File: src/rtl/writeback_queue_pkg.sv
// writeback_queue_pkg: shared widths and entry record for the write-back queue
package writeback_queue_pkg;
  localparam int XLEN_DEF = 64;
  localparam int REGW = 5;
  typedef struct packed {
    logic [REGW-1:0] rd;
    logic [XLEN_DEF-1:0] data;
  } wbq_entry_t;
endpackage

File: src/rtl/wbq_bypass_match.sv
// wbq_bypass_match: youngest-match search over age-ordered queue entries (index 0 oldest)
module wbq_bypass_match
  import writeback_queue_pkg::*;
#(
  parameter int XLEN = XLEN_DEF,
  parameter int DEPTH = 4,
  parameter int CW = $clog2(DEPTH) + 1
) (
  input logic [REGW-1:0] rs,
  input logic [CW-1:0] vcnt,
  input logic [REGW-1:0] rds [DEPTH],
  input logic [XLEN-1:0] datas [DEPTH],
  output logic hit,
  output logic [XLEN-1:0] data
);
  always_comb begin
    hit = 1'b0;
    data = '0;
    for (int i = 0; i < DEPTH; i++)
      if (CW'(i) < vcnt && rs != '0 && rds[i] == rs) begin
        hit = 1'b1;
        data = datas[i];
      end
  end
endmodule

File: src/rtl/writeback_queue.sv
// writeback_queue: merges ALU and load write-backs into one register-file write port,
// with a pending-write bypass for two read addresses.
module writeback_queue
  import writeback_queue_pkg::*;
#(
  parameter int XLEN = XLEN_DEF,
  parameter int DEPTH = 4
) (
  input logic clk,
  input logic reset,
  input logic alu_valid,
  input logic [REGW-1:0] alu_rd,
  input logic [XLEN-1:0] alu_data,
  output logic alu_ready,
  input logic mem_valid,
  input logic [REGW-1:0] mem_rd,
  input logic [XLEN-1:0] mem_data,
  output logic mem_ready,
  output logic RegWrite,
  output logic [REGW-1:0] rd,
  output logic [XLEN-1:0] writeData,
  input logic [REGW-1:0] rs1,
  input logic [REGW-1:0] rs2,
  output logic fwd1_hit,
  output logic fwd2_hit,
  output logic [XLEN-1:0] fwd1_data,
  output logic [XLEN-1:0] fwd2_data,
  output logic [$clog2(DEPTH):0] count,
  output logic empty
);
  localparam int PW = $clog2(DEPTH);
  localparam int CW = PW + 1;
  logic [PW-1:0] head, tail;
  logic [CW-1:0] cnt, free;
  logic [REGW-1:0] rd_q [DEPTH];
  logic [XLEN-1:0] data_q [DEPTH];
  logic [REGW-1:0] ord_rd [DEPTH];
  logic [XLEN-1:0] ord_data [DEPTH];
  logic mem_push, alu_push;
  // Readies depend only on the registered count, so a same-cycle pop never raises them.
  assign free = CW'(DEPTH) - cnt;
  assign mem_ready = !reset && free >= CW'(1);
  assign alu_ready = !reset && free >= CW'(2);
  assign mem_push = mem_valid && mem_ready && mem_rd != '0;
  assign alu_push = alu_valid && alu_ready && alu_rd != '0;
  assign count = reset ? '0 : cnt;
  assign empty = count == '0;
  assign RegWrite = !empty;
  assign rd = RegWrite ? rd_q[head] : '0;
  assign writeData = RegWrite ? data_q[head] : '0;
  always_ff @(posedge clk) begin
    if (reset) begin
      head <= '0;
      tail <= '0;
      cnt <= '0;
    end else begin
      if (mem_push) begin
        rd_q[tail] <= mem_rd;
        data_q[tail] <= mem_data;
      end
      if (alu_push) begin
        rd_q[tail + PW'(mem_push)] <= alu_rd;
        data_q[tail + PW'(mem_push)] <= alu_data;
      end
      tail <= tail + PW'(mem_push) + PW'(alu_push);
      head <= head + PW'(RegWrite);
      cnt <= cnt + CW'(mem_push) + CW'(alu_push) - CW'(RegWrite);
    end
  end
  always_comb begin
    for (int i = 0; i < DEPTH; i++) begin
      ord_rd[i] = rd_q[head + PW'(i)];
      ord_data[i] = data_q[head + PW'(i)];
    end
  end
  wbq_bypass_match #(.XLEN(XLEN), .DEPTH(DEPTH), .CW(CW)) u_match1 (
    .rs(rs1), .vcnt(count), .rds(ord_rd), .datas(ord_data), .hit(fwd1_hit), .data(fwd1_data)
  );
  wbq_bypass_match #(.XLEN(XLEN), .DEPTH(DEPTH), .CW(CW)) u_match2 (
    .rs(rs2), .vcnt(count), .rds(ord_rd), .datas(ord_data), .hit(fwd2_hit), .data(fwd2_data)
  );
endmodule

File: config.mk
export PLATFORM = sky130hd
export DESIGN_NAME = writeback_queue
export DESIGN_NICKNAME = d
export VERILOG_FILES = /design/src/rtl/writeback_queue_pkg.sv /design/src/rtl/wbq_bypass_match.sv /design/src/rtl/writeback_queue.sv
export SDC_FILE = /design/constraint.sdc
export NUM_CORES = 1
export LEC_CHECK = 0
export CORE_AREA = 3 3 225 227
export CTS_CLUSTER_DIAMETER = 150
export CTS_CLUSTER_SIZE = 10
export DETAILED_ROUTE_END_ITERATION = 7
export DIE_AREA = 0 0 228 230
export PLACE_DENSITY = 0.73
export REMOVE_ABC_BUFFERS = 1
export SYNTH_ARGS = -nofsm -noshare
export SYNTH_HDL_FRONTEND = slang
export SYNTH_SLANG_ARGS = --single-unit
File: constraint.sdc
create_clock -name clk -period 6 [get_ports clk]
set_input_delay 0.9 -clock clk [delete_from_list [all_inputs] [get_ports clk]]
set_output_delay 0.9 -clock clk [all_outputs]
set_load 0.01 [all_outputs]
==> impl_metrics.py <==
metrics = {
    "routing": {
        "drt_iter0_markers": 2166,
        "vias": 20370,
        "drc": 0,
        "viasPerCell": 7.03,
        "ant_nets": 0,
        "dr_wl_met2_um": 39300,
        "maxUsedRoutingLayer": "met5",
        "wl_met3_um": 9190,
        "routed_wl_um": 83500,
        "wl_met1_um": 30700,
        "first_pass_iters": 5,
        "wl_per_cell_um": 28.8,
    },
    "pwr": {
        "clkPwrFrac_pct": 18.4,
        "leakagePower_nw": 9.29,
        "comb_power_share_pct": 51.7,
        "p_int_mw": 6.23,
        "seq_power_share_pct": 30.0,
        "switching_share_pct": 38.6,
        "peakVddDrop_uv": 239,
        "switchingPower_mw": 3.91,
        "powerDensity_nw_per_um2": 348,
    },
    "sta": {
        "rsz0062_at_grt": "false",
        "tns_ps": 0,
        "timing.fmax_ghz": 0.182,
        "fin_crit_sh_pct": 91.7,
        "setup_viol": 0,
        "whs_ps": 669,
        "fin_skew_ps": 22.2,
        "finalMaxSlewViolations": 0,
        "timing.final.ws_setup_ps": 496,
        "hold_violations": 0,
        "relSlewSlack_pct": 26.7,
        "layout_min_cycle_time_ps": 5500,
        "tightest_slew_ps": 1100,
    },
    "worst_setup_path": {
        "startpoint_type": "flop",
        "arrival_ps": 4600,
        "crit_fanout": 23,
        "critPathKind": "reg -> out",
        "cp-end-kind": "output port",
        "required_ps": 5100,
    },
    "layout": {
        "area_delta_synth_final_pct": 22.1,
        "drive_gt1_share_pct": 29.6,
        "fin_cells": 2898,
        "fillers": 3862,
        "multi_input_area_um2": 14600,
        "nets": 2382,
        "seq_area_um2": 8440,
        "final_util_pct": 59.6,
    },
    "placement": {
        "gp_congestion": 0.893,
        "placed_cells_incl_taps": 2849,
        "portBuffers": 357,
        "dp_hpwl_um": 53300,
        "dp_slack_ps": 774,
    },
    "synth": {
        "synthXorXnorAreaFrac_pct": 1.54,
        "synth_ff_type": "edfxtp_1",
        "ys_seq_area_share_pct": 35.3,
        "synth-simple-area-share_pct": 10.0,
        "synthAdderAreaFrac_pct": 0.535,
        "ys_seq_elements": 283,
        "synth_edf_count": 276,
        "yosysUniqueCellTypes": 60,
        "synth_mux_area_share_pct": 39.1,
        "synth_area_um2": 23900,
        "synth_top_family_by_area": "multiplexers",
        "synthCells": 1974,
        "ys_warn_count": 0,
        "async_reset_ff_share_pct": 0,
        "synth_compound_area_share_pct": 9.13,
        "syn_avg_cell_area_um2": 12.1,
    },
    "floorplanning": {
        "fp.dieW_um": 228,
        "rows": 81,
        "die_y_um": 230,
        "pin_count": 358,
        "coreArea_um2": 48800,
        "initial_utilization_pct": 48.9,
        "dieArea_um2": 52400,
    },
    "cts": {
        "post_cts_buffers": 0,
        "htreeDepth": 2,
        "clk-insertion-delay-late_ps": 530,
        "cts.sinks": 283,
        "clockBufferDepth": 3,
        "clkTransAtPathRegs_ps": 70,
        "cts_buffers": 34,
        "cts_tree": "yes",
        "ctsResizeCount": 0,
        "hold_buffers": 0,
        "clk_root_buffer_cell": "clkbuf_16",
    },
    "min_path": {
        "holdCritPathClass": "reg -> reg",
    },
    "run_status": {
        "outcome": "complete, no violations",
    },
    "global_route": {
        "grt_pass1_vias": 20635,
        "grt_overflow": 0,
        "antenna_found_initial": 10,
        "grt_usage_pct": 30.9,
        "grt_max_degree": 88,
        "grt_pass1_wl_um": 125000,
    },
    "flow_run": {
        "maxCapViolCount": 0,
    },
}
## metrics by stage
stage               area [um2]  power, mW
finish                   29100       10.1
global route             29100       10.6
CTS                      29100       10.1
detailed placement       28200       8.21
global placement         28200       8.10
floorplan                22900       7.05
## kinds of logic (layout without fill, tap and decap cells)
group | Yosys count | in the layout
compound gates | 307 | 307
other cells | 0 | 6
mux | 610 | 610
buf+inv | 240 | 494
flops | 283 | 283
fa+ha+maj | 9 | 9
xor+xnor | 42 | 42
simple gates | 483 | 483
## registers in the layout, indices dropped and copies added, names as in the netlist
name    count
tail        2
cnt         3
data_q    256
head        2
rd_q       20
## cells in the final DEF (no fill, tap or decap), types with 46 or more instances in the layout
master / instances
mux2i_1: 88
o211ai_1: 64
clkdlybuf4s50_1: 357
a211oi_1: 46
nor2_1: 78
mux4_2: 229
nor3_1: 64
and3_1: 90
edfxtp_1: 276
buf_4: 51
nand2_1: 118
nand3_1: 64
mux2_2: 293
## Yosys cell counts (2+ instances only)
cell,number,area share [%]
a2111oi_0,38,1.4
a211oi_1,46,1.4
a21oi_1,46,0.96
a221oi_1,2,0.073
a22o_1,12,0.44
a311oi_1,13,0.48
a31oi_1,20,0.52
and2_1,4,0.10
and3_1,91,2.4
buf_1,14,0.22
buf_2,50,1.0
buf_4,15,0.47
buf_6,2,0.094
clkbuf_1,133,2.1
dfxtp_1,7,0.59
edfxtp_1,276,35
fa_1,2,0.17
ha_1,7,0.37
inv_1,26,0.41
mux2_2,293,14
mux2i_1,88,3.7
mux4_2,229,22
nand2_1,118,1.9
nand3_1,64,1.3
nand4_1,6,0.16
nor2_1,82,1.3
nor2b_1,15,0.39
nor3_1,69,1.4
nor4_2,2,0.10
o211a_1,2,0.084
o211ai_1,64,2.0
o21a_1,2,0.063
o21ai_0,31,0.65
o21ai_1,10,0.21
o311ai_0,3,0.11
o311ai_1,9,0.33
or2_2,3,0.079
or3_1,16,0.42
or4_1,3,0.094
xnor2_1,34,1.2
xor2_1,8,0.29
## power by group through the flow
stage | combinational, mW | clock (mW) | sequential [mW]
final | 5.24 | 1.86 | 3.04
after global routing | 5.55 | 1.95 | 3.09
after CTS | 5.17 | 1.88 | 3.03
after detailed placement | 5.15 | 0 | 3.07
after global placement | 5.08 | 0 | 3.01
after floorplan | 3.78 | 0 | 3.28
## cell type report
type	count	share of cell area (%)
clock inverters	2	0.0601
repair buffers	425	14.7
clock buffers	41	3.08
diodes	6	0.0515
flip-flops and latches	283	29.0
inverters	26	0.335
multi-input cells	1451	50.0
well taps	664	2.85
## critical path, stage by stage, from the launching register on
cell	delay (ps)
dfxtp_4	600
mux4_2	670
xnor2_2	620
nand2_1	310
or3_1	630
o311ai_1	440
a22o_1	240
clkdlybuf4s50_1	550
## per-layer routing
| metal | vias up | global-route usage (%) |
|---|---|---|
| li1 | 8475 | - |
| met1 | 10140 | 39.3 |
| met2 | 1418 | 49.9 |
| met3 | 329 | 7.52 |
| met4 | 8 | 14.6 |
| met5 | - | 0 |
## path summary, 6_finish.rpt
path	from	endpoint	slack, ps	cells after the start
worst max-delay path	head[0]$_SDFF_PP0_	fwd2_data[52]	500	7
worst max register to register	cnt[1]$_SDFF_PP0_	data_q[1][40]$_DFFE_PP_	2170	9
worst min register to register	cnt[1]$_SDFF_PP0_	cnt[2]$_SDFF_PP0_	670	2
worst min-delay path	cnt[1]$_SDFF_PP0_	cnt[2]$_SDFF_PP0_	670	2
No activity file was read; power rests on OpenSTA's default activity.
